## src/rtl/bp_me_wormhole_stream_encode_mem_cmd.sv

```systemverilog
// Round-robin arbiter + packet register + flit serializer for memory commands onto a wormhole link.
// Header layout assumed here: msg_type in [4:0] (16..31 unsupported), size in [7:5] (bytes = 2^size).
module bp_me_wormhole_stream_encode_mem_cmd #(
  parameter int num_src_p      = 1,
  parameter int data_width_p   = 512,
  parameter int flit_width_p   = 64,
  parameter int cord_width_p   = 7,
  parameter int cid_width_p    = 2,
  parameter int len_width_p    = 4,
  parameter int header_width_p = 74
) (
  input  logic                                   clk_i,
  input  logic                                   reset_i,
  input  logic [num_src_p*header_width_p-1:0]    mem_cmd_header_i,
  input  logic [num_src_p*data_width_p-1:0]      mem_cmd_data_i,
  input  logic [num_src_p-1:0]                   mem_cmd_v_i,
  output logic [num_src_p-1:0]                   mem_cmd_ready_and_o,
  input  logic [num_src_p*cord_width_p-1:0]      dst_cord_i,
  input  logic [num_src_p*cid_width_p-1:0]       dst_cid_i,
  input  logic [cord_width_p-1:0]                src_cord_i,
  input  logic [cid_width_p-1:0]                 src_cid_i,
  output logic [flit_width_p-1:0]                link_data_o,
  output logic                                   link_v_o,
  input  logic                                   link_ready_and_i,
  output logic                                   drop_o
);

  localparam int prefix_width_lp = 2*cord_width_p + 2*cid_width_p + len_width_p + header_width_p;
  localparam int max_flits_lp    = (prefix_width_lp + data_width_p + flit_width_p - 1) / flit_width_p;
  localparam int pkt_width_lp    = max_flits_lp * flit_width_p;
  localparam int cnt_width_lp    = (max_flits_lp > 1) ? $clog2(max_flits_lp) : 1;
  localparam int ptr_width_lp    = (num_src_p > 1) ? $clog2(num_src_p) : 1;

  localparam logic [4:0] e_cce_mem_rd    = 5'd0;
  localparam logic [4:0] e_cce_mem_uc_rd = 5'd2;
  localparam logic [4:0] e_cce_mem_pre   = 5'd4;
  localparam logic [4:0] e_cce_mem_lr    = 5'd5;

  if ((max_flits_lp - 1) >= (1 << len_width_p)) begin : g_len_check
    $error("len_width_p cannot hold the maximum packet length");
  end
  if (header_width_p < 8) begin : g_hdr_check
    $error("header_width_p must cover msg_type and size");
  end
  if ((data_width_p % 8) != 0) begin : g_data_check
    $error("data_width_p must be a multiple of 8");
  end

  typedef enum logic [0:0] {e_idle, e_send} state_e;

  state_e                                      state_q, state_d;
  logic [cnt_width_lp-1:0]                     cnt_q, cnt_d;
  logic [ptr_width_lp-1:0]                     ptr_q, ptr_d;
  logic [len_width_p-1:0]                      len_q, len_d;
  logic [max_flits_lp-1:0][flit_width_p-1:0]   pkt_q, pkt_d;
  logic [flit_width_p-1:0]                     link_data_q, link_data_d;
  logic                                        link_v_q, link_v_d;
  logic                                        drop_q, drop_d;

  logic                                        grant_v, upper_v;
  logic [ptr_width_lp-1:0]                     grant_idx, upper_idx, lower_idx, ptr_next;
  logic [header_width_p-1:0]                   header_g;
  logic [data_width_p-1:0]                     data_g, data_masked;
  logic [cord_width_p-1:0]                     cord_g;
  logic [cid_width_p-1:0]                      cid_g;
  logic [4:0]                                  msg_type;
  logic [2:0]                                  msg_size;
  logic                                        supported, has_data, handshake;
  logic [len_width_p-1:0]                      len_new;
  logic [max_flits_lp-1:0][flit_width_p-1:0]   pkt_new;
  int                                          payload_bits, flits_new;

  // First valid channel at or after the pointer wins; otherwise wrap to the lowest valid one.
  always_comb begin
    upper_v   = 1'b0;
    upper_idx = '0;
    lower_idx = '0;
    grant_v   = 1'b0;
    for (int g = num_src_p-1; g >= 0; g--) begin
      if (mem_cmd_v_i[g]) begin
        grant_v   = 1'b1;
        lower_idx = ptr_width_lp'(g);
        if (g >= int'(ptr_q)) begin
          upper_v   = 1'b1;
          upper_idx = ptr_width_lp'(g);
        end
      end
    end
    grant_idx = upper_v ? upper_idx : lower_idx;
    ptr_next  = (grant_idx == ptr_width_lp'(num_src_p-1)) ? '0 : grant_idx + 1'b1;

    header_g = '0;
    data_g   = '0;
    cord_g   = '0;
    cid_g    = '0;
    for (int g = 0; g < num_src_p; g++) begin
      if (grant_idx == ptr_width_lp'(g)) begin
        header_g = mem_cmd_header_i[g*header_width_p +: header_width_p];
        data_g   = mem_cmd_data_i[g*data_width_p +: data_width_p];
        cord_g   = dst_cord_i[g*cord_width_p +: cord_width_p];
        cid_g    = dst_cid_i[g*cid_width_p +: cid_width_p];
      end
    end

    handshake = (state_q == e_idle) && grant_v && !reset_i;
    for (int g = 0; g < num_src_p; g++) begin
      mem_cmd_ready_and_o[g] = handshake && (grant_idx == ptr_width_lp'(g));
    end
  end

  // Packet image of the granted command; payload beyond the command size is forced to zero.
  always_comb begin
    msg_type  = header_g[4:0];
    msg_size  = header_g[7:5];
    supported = !msg_type[4];
    has_data  = supported && !(msg_type == e_cce_mem_rd || msg_type == e_cce_mem_uc_rd
                               || msg_type == e_cce_mem_pre || msg_type == e_cce_mem_lr);
    payload_bits = 0;
    if (has_data) begin
      payload_bits = ((8 << msg_size) > data_width_p) ? data_width_p : (8 << msg_size);
    end
    flits_new = (prefix_width_lp + payload_bits + flit_width_p - 1) / flit_width_p;
    len_new   = len_width_p'(flits_new - 1);

    data_masked = '0;
    for (int i = 0; i < data_width_p; i++) begin
      data_masked[i] = data_g[i] && (i < payload_bits);
    end
    pkt_new = pkt_width_lp'({data_masked, header_g, src_cid_i, src_cord_i, cid_g, len_new, cord_g});
  end

  always_comb begin
    state_d     = state_q;
    cnt_d       = cnt_q;
    ptr_d       = ptr_q;
    len_d       = len_q;
    pkt_d       = pkt_q;
    link_data_d = link_data_q;
    drop_d      = 1'b0;
    case (state_q)
      e_idle: begin
        if (handshake) begin
          pkt_d = pkt_new;
          len_d = len_new;
          cnt_d = '0;
          ptr_d = ptr_next;
          if (supported) begin
            state_d     = e_send;
            link_data_d = pkt_new[0];
          end else begin
            drop_d = 1'b1;
          end
        end
      end
      e_send: begin
        if (link_ready_and_i) begin
          if (int'(cnt_q) == int'(len_q)) begin
            state_d = e_idle;
          end else begin
            cnt_d       = cnt_q + 1'b1;
            link_data_d = pkt_q[cnt_q + 1'b1];
          end
        end
      end
      default: state_d = e_idle;
    endcase
    link_v_d = (state_d == e_send);
  end

  always_ff @(posedge clk_i or posedge reset_i) begin
    if (reset_i) begin
      state_q     <= e_idle;
      cnt_q       <= '0;
      ptr_q       <= '0;
      len_q       <= '0;
      pkt_q       <= '0;
      link_data_q <= '0;
      link_v_q    <= 1'b0;
      drop_q      <= 1'b0;
    end else begin
      state_q     <= state_d;
      cnt_q       <= cnt_d;
      ptr_q       <= ptr_d;
      len_q       <= len_d;
      pkt_q       <= pkt_d;
      link_data_q <= link_data_d;
      link_v_q    <= link_v_d;
      drop_q      <= drop_d;
    end
  end

  assign link_data_o = link_data_q;
  assign link_v_o    = link_v_q;
  assign drop_o      = drop_q;

endmodule

```

## config.mk

```make
export PLATFORM = sky130hd
export DESIGN_NAME = bp_me_wormhole_stream_encode_mem_cmd
export DESIGN_NICKNAME = d
export VERILOG_FILES = /design/src/rtl/bp_me_wormhole_stream_encode_mem_cmd.sv
export SDC_FILE = /design/constraint.sdc
export NUM_CORES = 2
export LEC_CHECK = 0
export BUFFER_PORTS_ARGS = -buffer_cell sky130_fd_sc_hd__buf_2
export CAP_MARGIN = 0
export CORE_AREA = 10 10 252 254
export DETAILED_ROUTE_END_ITERATION = 16
export DIE_AREA = 0 0 262 264
export PLACE_DENSITY = 0.8
export SLEW_MARGIN = 20
export SYNTH_ARGS = -nofsm -noshare
export SYNTH_HDL_FRONTEND = slang
export SYNTH_SLANG_ARGS = --single-unit
```

## constraint.sdc

```tcl
create_clock -name clk_i -period 27.9 [get_ports clk_i]
set_input_delay 2.79 -clock clk_i [delete_from_list [all_inputs] [get_ports clk_i]]
set_output_delay 2.79 -clock clk_i [all_outputs]
set_load 0.1 [all_outputs]
```

Word level (Yosys, flattened, before mapping)
Index checks and enable logic that the tools add are counted.
{ "word_totals": {"out_inout_bits": 67, "elab_cells": 1094, "register_bits": 682, "inputBits": 608} }
{ "classes": {"n_eq_ne": 8, "reduce_logical": 526, "order_cmp": 514, "bitwise_logic": 2, "shift": 1, "addsub": 6, "muxes": 22} }
{ "ops": {"columns": ["op", "n"], "rows": [
  ["10-bit by 32-bit < comparator with 1-bit output (first input constant)", 256],
  ["9-bit by 32-bit < comparator with 1-bit output (first input constant)", 128],
  ["8-bit by 32-bit < comparator with 1-bit output (first input constant)", 64],
  ["7-bit by 32-bit < comparator with 1-bit output (first input constant)", 32],
  ["1-bit logical AND", 515],
  ["6-bit by 32-bit < comparator with 1-bit output (first input constant)", 16],
  ["64-bit two-way mux", 5],
  ["64-bit binary-select mux with 4-bit select", 1],
  ["5-bit by 32-bit < comparator with 1-bit output (first input constant)", 8],
  ["4-bit by 32-bit < comparator with 1-bit output (first input constant)", 4],
  ["64-bit case mux with 2 select lines", 1],
  ["3-bit by 32-bit < comparator with 1-bit output (first input constant)", 2],
  ["32-bit two-way mux", 2],
  ["32-bit by 8-bit adder with 32-bit output (second input constant)", 1],
  ["8-bit by 32-bit adder with 32-bit output (first input constant)", 1],
  ["32-bit by 11-bit > comparator with 1-bit output (second input constant)", 1],
  ["1-bit by 32-bit < comparator with 1-bit output (first input constant)", 1],
  ["2-bit by 32-bit < comparator with 1-bit output (first input constant)", 1],
  ["4-bit by 3-bit << shifter with 32-bit output (first input constant)", 1],
  ["32-bit by 2-bit subtractor with 32-bit output (second input constant)", 1],
  ["4-bit two-way mux", 3],
  ["5-bit by 3-bit == test with 1-bit output (second input constant)", 2],
  ["1-bit two-way mux", 8],
  ["2-bit != test (second input constant)", 4],
  ["other kinds (17)", 21]
]} }

Depth between registers and ports, before layout
{ "logic_depth": {"word_depth": 17, "mapped_depth": 9, "depth_no_buf": 9} }

Worst setup path after synthesis
Ideal clock, no wire load.
{ "synth_timing": {"path_type": "input to output", "startpoint": "in reset_i", "endpoint": "out mem_cmd_ready_and_o", "arrival_ps": 18698, "path_slack_ps": 6412, "n_path_buf": 2, "required_time_ps": 25110, "cell_stages": 5, "path_cell_list": "inv_1 > nand3_1 > buf_2 > inv_1 > clkbuf_1"} }
{ "synth_between": {"elab_chain_cells": 2} }
{ "synth_lines": {"columns": ["element", "line_no", "rtl"], "rows": [
  ["from (decl)", "13", "input logic reset_i,"],
  ["1-bit zero test (no source line)", null, null],
  ["1-bit logical AND", "105", "handshake = (state_q == e_idle) && grant_v && !reset_i;"],
  ["to (decl)", "17", "output logic [num_src_p-1:0] mem_cmd_ready_and_o,"]
]} }
No other way between the ends.

Final worst setup path
Same ends and word-level chain as after synthesis.

==> impl_metrics.py <==
metrics = {
    "setup_path": {
        "path_cells": "buf_2 -> inv_8 -> nand3_4 -> clkinv_2 -> buf_2",
        "cpMostUsedCell": "buf_2",
        "crit_path_max_incr_delay_ns": 0.79,
        "arrival_ns": 5.68,
        "critical_path_class": "in2out",
        "rr_startpoint": "link_v_o",
        "crit_buf_inv": 4,
        "cp_slowest_cell": "clkinv_2",
        "cp_top_family": "buffers and inverters",
        "endpoint_kind": "primary output",
        "cp_max_fo": 119,
        "worst_ep_required_time_ns": 25.11,
        "crit_start": "reset_i",
        "setup.worst_path.start_class": "input port",
    },
    "synthesis": {
        "synth_area_per_cell_sq_um": 12.3,
        "yosys.area.top_type": "dfrtp_1",
        "synth_cell_type_count": 53,
        "synth_flop_cell": "dfrtp_1",
        "synth_top_cell_area_share_pct": 57.5,
        "synth_area_sq_um": 29500,
        "synthCells": 2394,
        "synth_warnings": 0,
        "ys_ff_latch": 678,
        "async_flop_share_pct": 100,
        "yosysSeqAreaShare_pct": 57.5,
        "synth_edf_count": 0,
        "synth_top_cells_by_area": "dfrtp_1 57%, a22o_1 15%, mux2i_1 7.3%, nand2_1 4.3%, mux4_2 2.4%",
        "syn_nets": 3004,
    },
    "timing": {
        "worst_pin_slew_ns": 1.17,
        "setup_violations": 0,
        "period_share_pct": 30.4,
        "layout_setup_ws_ns": 19.43,
        "hold_viol": 0,
        "rsz0062_at_grt": "false",
        "fmaxAchievable_mhz": 118,
        "min_period_ns": 8.47,
        "fin_worst_skew_ns": 0.0332,
        "fin_tns_setup_ns": 0,
        "slew_headroom_pct": 22.0,
        "hold-worst-slack_ns": 0.474,
        "maxSlewViolCount": 0,
    },
    "finish": {
        "final_area_sq_um": 35600,
        "drive_gt1_share_pct": 30.3,
        "area_growth_pct": 20.8,
        "num-nets-final": 3557,
    },
    "routing": {
        "route.detailed.drc": 0,
        "ant_nets": 0,
        "wl_per_cell_um": 28.8,
        "drt-pass1-iter-count": 5,
        "vias_per_cell": 6.39,
        "detail_route.iter0.violations": 3058,
        "totalWireLength_um": 110000,
        "vias": 24300,
    },
    "clock_network": {
        "cts_buffer_depth": 3,
        "root_buffer": "clkbuf_16",
        "ctsHoldBuffers": 0,
        "numCtsBuffers": 71,
        "cts_resized": 0,
        "clk_latency_ns": 0.61,
        "postCtsSetupRepairBufs": 0,
        "clkSinkCount": 678,
        "h-tree-depth": 3,
        "clk_pin_slew_ns": 0.06,
        "cts_tree": "built",
    },
    "run_status": {
        "outcome": "completed",
    },
    "power": {
        "power_w": 0.00382,
        "power_density_nw_per_um2": 107,
        "ir_drop_mv": 0.0767,
        "p_leak_nw": 17.6,
        "intPower_w": 0.00222,
        "clkPwrFrac_pct": 25.0,
        "pwr-share-seq_pct": 34.9,
        "p_sw_share_pct": 42.0,
        "power.share.combinational_pct": 40.1,
        "p_sw_w": 0.00160,
    },
    "global_route": {
        "grt_pass1_vias": 25100,
        "grt_antenna_before_repair": 42,
        "gr-total-overflow": 0,
        "track_usage_pct": 30.9,
        "grt_max_degree": 182,
        "grt_pass1_wl_um": 161000,
    },
    "placement": {
        "placed_area_sq_um": 33100,
        "pre_cts_ws_ns": 19.44,
        "gp_congestion": 0.945,
        "dpl.hpwl_um": 77500,
        "portBuffers": 674,
    },
    "hold_path": {
        "worstHoldStart": "pkt_q[35]",
        "hold_path_class": "reg2reg",
    },
    "die": {
        "die_w_um": 262,
        "start_util_pct": 50.5,
        "dieHeight_um": 264,
        "dieArea_sq_um": 69200,
        "core_sq_um": 58500,
        "ios": 675,
        "row_count": 89,
    },
    "run": {
        "max-cap-violations": 0,
    },
}
## cells in the mapped netlist, drive strengths merged (8+ instances only)
cell	instances
a221oi	64
mux2i	214
buf	124
a32oi	22
mux2	26
a31oi	14
o221ai	16
clkbuf	111
a22oi	54
mux4	32
xor2	8
dfrtp	678
nand3	15
nand2	335
o21ai	41
a22o	522
a21oi	35
nor2	27
## worst reg2reg max path, cell delays in order (launching register included)
cell and delay, ns:
dfrtp_1 0.67, nor4b_2 0.44, buf_4 0.53, o31a_1 0.80, and2_4 0.26, buf_4 0.51, o21a_4 0.62, buf_4 0.84
a22o_1 0.37
## cells by family after synthesis
family          count (synthesis)  share of synthesized area (%)
simple gates                  400                           5.40
xor+xnor                       10                          0.360
mux                           272                           10.7
compound gates                793                           22.2
flops                         678                           57.5
buf+inv                       239                           3.73
fa+ha+maj                       2                         0.0848
## cells in the final DEF (no fill, tap or decap), types with 2 or more instances in the layout
cell type / n
nor3_1: 3
buf_6: 3
clkbuf_8: 22
a31oi_1: 14
a21oi_1: 35
a221o_1: 5
and2_1: 3
a221oi_1: 63
nor2_1: 23
xor2_1: 7
or2_2: 2
o31a_1: 2
clkbuf_16: 72
nor2b_1: 3
o221ai_1: 16
a21o_1: 4
mux2i_1: 214
clkinv_2: 10
diode_2: 35
a22o_1: 522
clkbuf_4: 3
dfrtp_1: 677
nor4_1: 2
o211ai_1: 2
a32oi_1: 22
nor2_4: 3
inv_6: 3
o21ai_1: 9
mux2_2: 26
buf_4: 33
nand2_1: 335
and2_2: 2
a22oi_1: 54
o21ai_0: 32
nand3_1: 14
mux4_2: 32
buf_2: 674
clkbuf_1: 15
bufinv_16: 3
## path summary, 6_finish.rpt
kind | endpoint | slack [ns] | depth (start not counted)
worst min-delay path | pkt_q[35] | 0.47 | 2
worst max register to register | pkt_q[336] | 22.77 | 8
max in group asynchronous | pkt_q[432] | 21.45 | 6
worst min register to register | pkt_q[35] | 0.47 | 2
worst max-delay path | mem_cmd_ready_and_o | 19.43 | 5
min in group asynchronous | pkt_q[591] | 2.36 | 2
## power by group through the flow
stage          Clock [W]  Combinational [W]  Sequential [W]
2_1_floorplan          0           0.000757         0.00162
3_3_place_gp           0            0.00148         0.00133
3_5_place_dp           0            0.00150         0.00134
4_1_cts         0.000962            0.00151         0.00133
5_1_grt          0.00101            0.00161         0.00135
6_report        0.000956            0.00153         0.00133
## layer usage
metal	track usage [%]	vias to the layer above	share of wire [%]
li1	-	10200	-
met1	41.3	12300	39
met2	45.3	1538	46
met3	9.01	280	11
met4	15.2	6	4.4
met5	0	-	0.043
## registers in the layout, summed over array words and instances (netlist names)
| name | cells |
|---|---|
| len_q | 3 |
| drop_o | 1 |
| pkt_q | 605 |
| link_v_o | 1 |
| cnt_q | 4 |
| link_data_o | 64 |
## cell type report
| type | instances | area, sq um |
|---|---|---|
| Clock inverter | 16 | 178 |
| Sequential cell | 678 | 17000 |
| Antenna cell | 35 | 87.6 |
| Clock buffer | 109 | 2160 |
| Timing Repair Buffer | 715 | 3720 |
| Multi-Input combinational cell | 1477 | 11500 |
| Inverter | 4 | 23.8 |
| Fill cell | 4580 | 22800 |
| Tap cell | 773 | 967 |
## through the flow
step           cells  util (%)
6_report        3807      61.0
5_1_grt         3803      60.9
4_1_cts         3768      60.7
3_5_place_dp    3643      56.7
3_3_place_gp    3643      56.7
2_1_floorplan   2394         -
Note: power is estimated with default switching activity, not from simulation.
